$ cat config.mk
export PLATFORM = sky130hd
export DESIGN_NAME = store_merge_unit
export DESIGN_NICKNAME = d
export VERILOG_FILES = /design/src/rtl/store_merge_unit_pkg.sv /design/src/rtl/store_lane_merge.sv /design/src/rtl/store_merge_unit.sv
export SDC_FILE = /design/constraint.sdc
export NUM_CORES = 1
export LEC_CHECK = 0
export CORE_MARGIN = 4
export CORE_UTILIZATION = 40
export CTS_BUF_LIST = sky130_fd_sc_hd__clkbuf_8
export CTS_CLUSTER_SIZE = 16
export DETAILED_ROUTE_END_ITERATION = 8
export HOLD_SLACK_MARGIN = 0.15
export PLACE_DENSITY = 0.83
export SYNTH_ARGS = -nofsm -noshare
export SYNTH_HDL_FRONTEND = slang
export SYNTH_SLANG_ARGS = --single-unit
$ cat constraint.sdc
create_clock -name clk -period 3.2 [get_ports clk]
set_clock_uncertainty 0.15 [all_clocks]
set_input_delay 0.96 -clock clk [delete_from_list [all_inputs] [get_ports clk]]
set_output_delay 0.96 -clock clk [all_outputs]
set_load 0.03 [all_outputs]
$ cat src/rtl/store_merge_unit_pkg.sv
// Shared CPU definitions for the store path: size-select codes (common with the
// load modifier), store FSM state encodings and byte-enable patterns.
package store_merge_unit_pkg;

   localparam logic [2:0] SEL_BYTE = 3'b010;
   localparam logic [2:0] SEL_HALF = 3'b001;

   localparam logic [1:0] ST_IDLE = 2'd0;
   localparam logic [1:0] ST_RD   = 2'd1;
   localparam logic [1:0] ST_WR   = 2'd2;
   localparam logic [1:0] ST_ERR  = 2'd3;

   localparam logic [3:0] BE_NONE    = 4'b0000;
   localparam logic [3:0] BE_BYTE0   = 4'b0001;
   localparam logic [3:0] BE_HALF_LO = 4'b0011;
   localparam logic [3:0] BE_HALF_HI = 4'b1100;
   localparam logic [3:0] BE_WORD    = 4'b1111;

   // Bytes can go anywhere; halves need an even address, and words need a multiple-of-four address.
   function automatic logic is_misaligned(input logic [2:0] sel, input logic [1:0] addr_lo);
      if (sel == SEL_BYTE)
         return 1'b0;
      else if (sel == SEL_HALF)
         return addr_lo[0];
      else
         return (addr_lo != 2'b00);
   endfunction

   function automatic logic is_sub_word(input logic [2:0] sel);
      return (sel == SEL_BYTE) || (sel == SEL_HALF);
   endfunction

endpackage

$ cat src/rtl/store_lane_merge.sv
// Combinational lane merge: drops the store data into its little-endian lane of a
// word. With STORE_BE_EN defined it also emits the matching byte enables.
module store_lane_merge
   import store_merge_unit_pkg::*;
(
   input  logic [31:0] old_word,
   input  logic [31:0] data,
   input  logic [2:0]  sel,
   input  logic [1:0]  addr_lo,
   output logic [31:0] merged
`ifdef STORE_BE_EN
   ,
   output logic [3:0]  be
`endif
);

   // Any select code other than byte/half is treated as a full-word store.
   always_comb begin
      merged = old_word;
      case (sel)
         SEL_BYTE: merged[{addr_lo, 3'b000} +: 8] = data[7:0];
         SEL_HALF: begin
            if (addr_lo[1])
               merged[31:16] = data[15:0];
            else
               merged[15:0] = data[15:0];
         end
         default:  merged = data;
      endcase
   end

`ifdef STORE_BE_EN
   always_comb begin
      case (sel)
         SEL_BYTE: be = BE_BYTE0 << addr_lo;
         SEL_HALF: be = addr_lo[1] ? BE_HALF_HI : BE_HALF_LO;
         default:  be = BE_WORD;
      endcase
   end
`endif

endmodule

$ cat src/rtl/store_merge_unit.sv
// MEM-stage store unit: word stores write directly, sub-word stores do read-modify-write.
// Defining STORE_BE_EN adds mem_be and replaces read-modify-write with byte-enabled writes.
module store_merge_unit
   import store_merge_unit_pkg::*;
#(
   parameter int ADDR_W = 32,
   parameter int MEM_AW = 11
) (
   input  logic              clk,
   input  logic              rst,
   input  logic              st_req,
   input  logic [ADDR_W-1:0] st_addr,
   input  logic [31:0]       st_data,
   input  logic [2:0]        st_sel,
   output logic              st_ready,
   output logic              st_done,
   output logic              st_misalign,
   output logic [MEM_AW-1:0] mem_addr,
   output logic              mem_rd_en,
   input  logic [31:0]       mem_rdata,
   output logic              mem_wr_en,
   output logic [31:0]       mem_wdata
`ifdef STORE_BE_EN
   ,
   output logic [3:0]        mem_be
`endif
);

`ifdef STORE_BE_EN
   localparam logic USE_RMW = 1'b0;
`else
   localparam logic USE_RMW = 1'b1;
`endif

   logic [1:0]  state;
   logic [1:0]  next_state;
   logic [1:0]  addr_lo;
   logic [31:0] data_q;
   logic [2:0]  sel_q;
   logic [31:0] old_word;
   logic [31:0] merged;
   logic        unused_bits;

   always_comb begin
      next_state = state;
      case (state)
         ST_IDLE: begin
            if (st_req) begin
               if (is_misaligned(st_sel, st_addr[1:0]))
                  next_state = ST_ERR;
               else if (is_sub_word(st_sel) && USE_RMW)
                  next_state = ST_RD;
               else
                  next_state = ST_WR;
            end
         end
         ST_RD:   next_state = ST_WR;
         default: next_state = ST_IDLE;
      endcase
   end

   // Request fields are captured only on acceptance, so mem_addr stays put until the write.
   always_ff @(posedge clk) begin
      if (rst) begin
         state    <= ST_IDLE;
         mem_addr <= '0;
         addr_lo  <= 2'b00;
         data_q   <= '0;
         sel_q    <= '0;
      end else begin
         state <= next_state;
         if (state == ST_IDLE && st_req) begin
            mem_addr <= st_addr[MEM_AW+1:2];
            addr_lo  <= st_addr[1:0];
            data_q   <= st_data;
            sel_q    <= st_sel;
         end
      end
   end

`ifdef STORE_BE_EN
   logic [3:0] lane_be;

   // Replicating the data as the base word makes the merge output the replicated lanes.
   always_comb begin
      case (sel_q)
         SEL_BYTE: old_word = {4{data_q[7:0]}};
         SEL_HALF: old_word = {2{data_q[15:0]}};
         default:  old_word = data_q;
      endcase
   end

   store_lane_merge u_merge (
      .old_word (old_word),
      .data     (data_q),
      .sel      (sel_q),
      .addr_lo  (addr_lo),
      .merged   (merged),
      .be       (lane_be)
   );

   assign mem_be      = (state == ST_WR) ? lane_be : BE_NONE;
   assign unused_bits = ^{st_addr[ADDR_W-1:MEM_AW+2], mem_rdata};
`else
   assign old_word = mem_rdata;

   store_lane_merge u_merge (
      .old_word (old_word),
      .data     (data_q),
      .sel      (sel_q),
      .addr_lo  (addr_lo),
      .merged   (merged)
   );

   assign unused_bits = ^st_addr[ADDR_W-1:MEM_AW+2];
`endif

   assign st_ready    = (state == ST_IDLE);
   assign st_done     = (state == ST_WR);
   assign st_misalign = (state == ST_ERR);
   assign mem_rd_en   = (state == ST_RD);
   assign mem_wr_en   = (state == ST_WR);
   assign mem_wdata   = (state == ST_WR) ? merged : 32'h0;

endmodule

==> results of run 1 <==
==> power by group through the flow <==
stage | Sequential (µW) | Combinational, µW | Clock [µW]
2_1_floorplan | 721 | 217 | 0
3_3_place_gp | 715 | 426 | 0
3_5_place_dp | 717 | 433 | 0
4_1_cts | 703 | 440 | 474
5_1_grt | 712 | 498 | 496
6_report | 706 | 463 | 460
==> what timing repair did <==
action,in CTS,in global routing
setup buffers,0,5
gates resized for setup,15,32
setup endpoints to repair,32,32
pin swaps,5,33
==> critical path, delay by kind of cell <==
kind                   cells  cell delay, ns
AOI/OAI and AO/OA          2            0.50
buffers and inverters      2            0.59
==> synthesized netlist by cell type (2+ instances only) <==
master | n | share of area [%]
nand2b_1 | 2 | 0.47
inv_1 | 5 | 0.71
xnor2_1 | 2 | 0.66
dfxtp_1 | 50 | 38
a222oi_1 | 16 | 6.0
nand2_1 | 105 | 15
ha_1 | 5 | 2.4
a22o_1 | 16 | 5.3
buf_2 | 8 | 1.5
clkbuf_1 | 13 | 1.8
buf_4 | 2 | 0.57
o21ai_0 | 7 | 1.3
o2bb2ai_1 | 8 | 2.6
nor2_1 | 12 | 1.7
nor3_1 | 4 | 0.75
a22oi_1 | 8 | 2.3
a21oi_1 | 58 | 11
nor2b_1 | 3 | 0.71
and2_1 | 2 | 0.47
buf_6 | 2 | 0.85
buf_1 | 2 | 0.28
==> metal layers <==
metal	vias up	global-route usage, %	wire [µm]
met2	168	37.3	4350
met5	-	0	0
met3	15	5.71	942
met4	0	7.31	139
li1	1494	-	-
met1	1429	28.3	3850
==> kinds of logic after synthesis <==
group	share of synthesized area [%]
and+or+nand+nor	23.3
AOI/OAI and AO/OA	30.1
DFF	37.7
buffers and inverters	5.75
adders and majority gates	2.36
xor gates and xnor gates	0.660
==> layout make-up <==
class / instances / area share [%]
multi-input cells: 265 / 37.6
repair buffers: 149 / 33.4
flip-flops and latches: 50 / 23.5
well taps: 77 / 2.24
clock buffers: 5 / 1.60
clock inverters: 3 / 1.02
inverters: 5 / 0.554
==> registers in the layout, summed over array words and instances (netlist names) <==
signal	count
mem_addr	11
addr_lo	2
data_q	32
state	2
sel_q	3
==> through the flow <==
step / hold slack (ns) / setup slack, ns / area [µm²] / cells / setup TNS (ns)
after floorplan: 0.286 / 0.0742 / 2650 / 347 / 0
after global placement: 0.292 / 0.0536 / 3980 / 541 / 0
after detailed placement: 0.299 / 0.0585 / 3980 / 541 / 0
after CTS: 0.313 / 0.000639 / 4130 / 549 / 0
after global routing: 0.326 / -0.0327 / 4290 / 554 / -0.0394
final: 0.308 / 0.0364 / 4290 / 554 / 0
==> worst paths after layout <==
check	start	to	slack, ns	cells after the start
worst max register to register	state[1]	mem_addr[7]	1.53	5
worst min-delay path	mem_addr[5]	mem_addr[5]	0.31	2
worst min register to register	mem_addr[5]	mem_addr[5]	0.31	2
worst max-delay path	mem_rdata[24]	mem_wdata[24]	0.04	4
==> run_results.csv, run 1 <==
group,metric,value,unit
status,status,"complete, no violations",
floorplan,core_area,6390,µm²
clock_tree,cts_buffer_depth,2,
sta,timing.final.crit_share,98.9,%
global_routing,gr-total-overflow,0,
clock_tree,cts_buffers,5,
yosys,ys_async_sr_fraction,0,%
sta,finalHoldViolations,0,
critical_path,path_cells,"clkdlybuf4s50_1 > a222oi_1 > a21oi_2 > buf_6",
final_layout,final-seq-area,1010,µm²
clock_tree,clock_latency,0.31,ns
final_layout,multi_input_area,1620,µm²
sta,slew_headroom,72.8,%
critical_path,crit_type,"in -> out",
critical_path,start_kind,"input pin",
sta,drv_slew,0,
clock_tree,hold_buffers,0,
floorplan,io_pins,150,
hold_path,hp-class,"reg -> reg",
power,p_seq_share,43.3,%
yosys,ys_seq_area_share,37.7,%
route,routed_wl,9290,µm
power,pwr-share-clk,28.2,%
final_layout,nets,583,
route,viasPerCell,5.61,
yosys,syn_area,2650,µm²
yosys,synth_area_per_cell,7.64,µm²
clock_tree,clkSinkCount,50,
clock_tree,clk_pin_slew_worst_paths,0.09,ns
power,ir_worst_vdd,0.231,mV
critical_path,cp-end-kind,"output port",
global_routing,grt_usage,22.4,%
global_routing,first_global_vias,2918,
placed_design,numPortBuffers,130,
power,intPower,1130,µW
yosys,syn_inst,347,
sta,clock.fmax,316,MHz
critical_path,cp_slowest_cell,"clkdlybuf4s50_1",
yosys,synth_fp_nets,454,
placed_design,dp_hpwl,6870,µm
route,firstDrtPassIters,9,
yosys,synth-seq-cells,50,
clock_tree,htreeDepth,2,
floorplan,die_h,89.4,µm
critical_path,critPathArrivalTime,2.05,ns
power,p_switching,500,µW
clock_tree,root_buffer,"clkbuf_8",
critical_path,cp_max_fo,2,
power,swShare,30.7,%
floorplan,rows,29,
placed_design,place.gp.congestion,0.884,
sta,tightest_slew,0.408,ns
sta,fin_crit,3.16,ns
power,pwr-share-comb,28.4,%
clock_tree,cts_tree,"yes",
yosys,synthDistinctLibCells,38,
global_routing,grt_pass1_wl,14000,µm
sta,setup_viol,0,
final_layout,fin_util,67.2,%
final_layout,n_fill_cell,543,
floorplan,dieArea,8000,µm²
global_routing,grt_max_degree,41,
route,ant_nets,0,
route,wl_per_cell,16.8,µm
yosys,ys.flop_type,"dfxtp_1",
global_routing,antenna_found_initial,0,
power,p_leak,0.00160,µW
critical_path,crit_required,2.09,ns
power,power,1630,µW
final_layout,final_common_cell,"nand2_1",
route,drcViolationCount,0,
critical_path,cpPeakStageDelay,0.44,ns
flow_run,max_cap_violations,0,
yosys,synth-edff-count,0,
route,vias,3106,
floorplan,die_w,89.4,µm
yosys,synth_warnings,0,
final_layout,final_cell_mix,"103 x nand2_1, 97 x clkdlybuf4s50_1, 49 x a21oi_1",
floorplan,initial_core_util,41.5,%
final_layout,syn_to_final_growth,61.9,%
power,p_per_area,379,nW/µm²
route,drt_iter0_drc,326,
final_layout,diodes,0,
sta,grt_setup_unrepaired,"true",
final_layout,layout-drive-gt1-share,19.9,%
Power figures use the tool's default switching activity.
==> run 2, diff against run 1 <==
--- a/config.mk
+++ b/config.mk
@@ -6,12 +6,12 @@
 export NUM_CORES = 1
 export LEC_CHECK = 0
 export CORE_MARGIN = 4
-export CORE_UTILIZATION = 40
+export CORE_UTILIZATION = 36
 export CTS_BUF_LIST = sky130_fd_sc_hd__clkbuf_8
 export CTS_CLUSTER_SIZE = 16
 export DETAILED_ROUTE_END_ITERATION = 8
 export HOLD_SLACK_MARGIN = 0.15
-export PLACE_DENSITY = 0.83
+export PLACE_DENSITY = 0.79
 export SYNTH_ARGS = -nofsm -noshare
 export SYNTH_HDL_FRONTEND = slang
 export SYNTH_SLANG_ARGS = --single-unit
==> constraint.sdc (replaced) <==
create_clock -name clk -period 2.7 [get_ports clk]
set_clock_uncertainty 0.15 [all_clocks]
set_input_delay 0.81 -clock clk [delete_from_list [all_inputs] [get_ports clk]]
set_output_delay 0.81 -clock clk [all_outputs]
set_load 0.03 [all_outputs]
==> run 2 against run 1 <==
The flow now finishes with violations (setup timing). Critical path depth rose by 4. Register-to-register slack got worse by 0.45 ns. Sequential cell count did not move.
==> run_results.csv, run 2 (same netlist as run 1, synthesis figures left out) <==
group,metric,value,unit
power,p_per_area,405,nW/µm²
critical_path,r2r_end,"sel_q[0]",
route,drt_iter0_drc,257,
critical_path,crit_required,1.74,ns
clock_tree,clkSinkCount,50,
critical_path,cp-end-kind,"output port",
sta,setup_viol,32,
floorplan,dieArea,8810,µm²
clock_tree,cts_tree,"yes",
global_routing,grt_max_degree,44,
route,drcViolationCount,0,
clock_tree,clock_latency,0.31,ns
flow_run,max_cap_violations,0,
hold_path,holdPathStages,2,
critical_path,crit_type,"reg -> out",
final_layout,largest_reg_flops,32,
final_layout,diodes,0,
final_layout,layout-drive-gt1-share,31.2,%
critical_path,worstRegToRegCells,6,
critical_path,start_kind,"register",
floorplan,die_w,93.8,µm
critical_path,cp_slowest_cell,"dfxtp_4",
floorplan,rows,31,
critical_path,path_cells,"buf_6 > xnor2_4 > or2_4 > buf_6 > nor3_4 > buf_6 > a22o_1 > buf_6",
clock_tree,clk_pin_slew_worst_paths,0.10,ns
placed_design,numPortBuffers,130,
sta,fin_crit,3.02,ns
sta,slew_headroom,64.3,%
global_routing,antenna_found_initial,0,
floorplan,die_h,93.8,µm
final_layout,top_regs,"data_q x32, mem_addr x11, sel_q x3",
status,violations,"setup timing",
sta,tightest_slew,0.535,ns
hold_path,hold_end,"mem_addr[9]",
clock_tree,htreeDepth,2,
critical_path,critPathArrivalTime,2.06,ns
status,status,"complete, but fails checks",
floorplan,initial_core_util,36.8,%
power,p_leak,0.00183,µW
placed_design,dpl.cell_count,590,
clock_tree,cts_buffer_depth,2,
sta,whs,0.310,ns
final_layout,final_common_cell,"nand2_1",
sta,clock.fmax,332,MHz
final_layout,final_cell_area,4910,µm²
floorplan,core_area,7210,µm²
global_routing,grt_usage,23.0,%
final_layout,final_cell_mix,"96 x nand2_1, 93 x clkdlybuf4s50_1, 49 x a21oi_1",
final_layout,syn_to_final_growth,85.3,%
placed_design,dp_hpwl,7420,µm
power,ir_worst_vdd,0.259,mV
final_layout,fin_cells,612,
critical_path,cp_max_fo,6,
final_layout,fin_util,68.1,%
route,vias,3272,
route,firstDrtPassIters,7,
global_routing,first_global_vias,3229,
global_routing,gr-total-overflow,0,
hold_path,hp-start,"mem_addr[9]",
placed_design,dpl_cell_area,4330,µm²
placed_design,place.gp.congestion,0.852,
route,wl_per_cell,17.0,µm
route,ant_nets,0,
sta,timing.final.crit_share,112,%
sta,grt_setup_unrepaired,"true",
final_layout,regMostFlops,"data_q",
critical_path,r2r_start,"state[1]",
global_routing,grt_pass1_wl,16000,µm
critical_path,cpMostUsedCell,"buf_6",
clock_tree,cts_buffers,5,
sta,drv_slew,0,
floorplan,io_pins,150,
route,viasPerCell,5.35,
sta,finalHoldViolations,0,
sta,fin_ws,-0.316,ns
clock_tree,root_buffer,"clkbuf_8",
critical_path,rrSetupSlack,1.08,ns
route,routed_wl,10400,µm
hold_path,hp-class,"reg -> reg",
critical_path,cpPeakStageDelay,0.38,ns
final_layout,nets,619,
run 2: cell count changes in the layout (fill, tap and decap cells not counted), sizes merged:
cell	before	now
bufinv	1	0
inv	6	5
clkinv	1	2
dlymetal6s2s	0	1
clkdlybuf4s50	97	93
buf	51	87
or2	1	2
dlygate4sd2	0	3
run 2: timing repair:
item,in CTS,in global routing
buffers inserted,11,3
cloned,0,1
hold buffers,0,0
hold endpoints to repair,0,0
gates resized for setup,108,28
setup endpoints to repair,34,33
pin swaps,33,24
run 2: worst max-delay path by stage:
stage                              from            end  slack [ns]  depth (start not counted)
after CTS                      sel_q[0]  mem_wdata[25]       -0.29                          7
after floorplan              addr_lo[0]  mem_wdata[17]       -0.03                          6
after global placement    mem_rdata[13]  mem_wdata[13]       -0.49                          4
final                          sel_q[1]   mem_wdata[7]       -0.32                          8
after global routing           sel_q[0]   mem_wdata[7]       -0.39                          8
after detailed placement     addr_lo[0]   mem_wdata[8]       -0.54                          7
run 2: worst max-delay path: cells and delay by family (launching register included):
family,cells,cell delay (ns)
AND/OR/NAND/NOR,2,0.50
AO/OA/AOI/OAI,1,0.16
buffers and inverters,4,0.55
XOR/XNOR,1,0.14
flip-flops,1,0.38
run 2: report_power, final:
part / leakage (µW) / switching (µW) / internal (µW)
Clock: 0.0000514 / 269 / 212
Sequential: 0.000413 / 44.5 / 787
Combinational: 0.00137 / 335 / 344
Total: 0.00183 / 649 / 1340
run 2: stage by stage:
stage	power [µW]	setup WS [ns]	TNS [ns]
after detailed placement	1430	-0.539	-6.52
after global routing	2080	-0.390	-10.60
final	1990	-0.316	-8.06
after CTS	1970	-0.294	-7.70
after floorplan	1140	-0.0257	-0.154
after global placement	1420	-0.488	-5.66
run 2: metal layers:
| metal | vias up | wire [µm] | share of wire [%] | global-route usage, % |
|---|---|---|---|---|
| met5 | - | 0 | 0 | 0 |
| met4 | 0 | 116 | 1.1 | 5.42 |
| met3 | 10 | 961 | 9.2 | 4.81 |
| met2 | 157 | 5280 | 51 | 41.6 |
| met1 | 1537 | 4040 | 39 | 27.5 |
| li1 | 1568 | - | - | - |
run 2: area by class of cell:
cell class | count | area [µm²]
fill | 611 | 2300
clock buffer | 6 | 82.6
multi-input combinational | 266 | 1850
clock inverter | 2 | 17.5
sequential | 50 | 1010
timing repair buffer | 184 | 1800
tap | 99 | 124
inverter | 5 | 23.8
==> run 3, diff against run 2 <==
--- a/config.mk
+++ b/config.mk
@@ -5,6 +5,7 @@
 export SDC_FILE = /design/constraint.sdc
 export NUM_CORES = 1
 export LEC_CHECK = 0
+export CAP_MARGIN = 30
 export CORE_MARGIN = 4
 export CORE_UTILIZATION = 36
 export CTS_BUF_LIST = sky130_fd_sc_hd__clkbuf_8
==> results of run 3 <==
The final DEF is identical to that of run 2; final timing and power are the same.
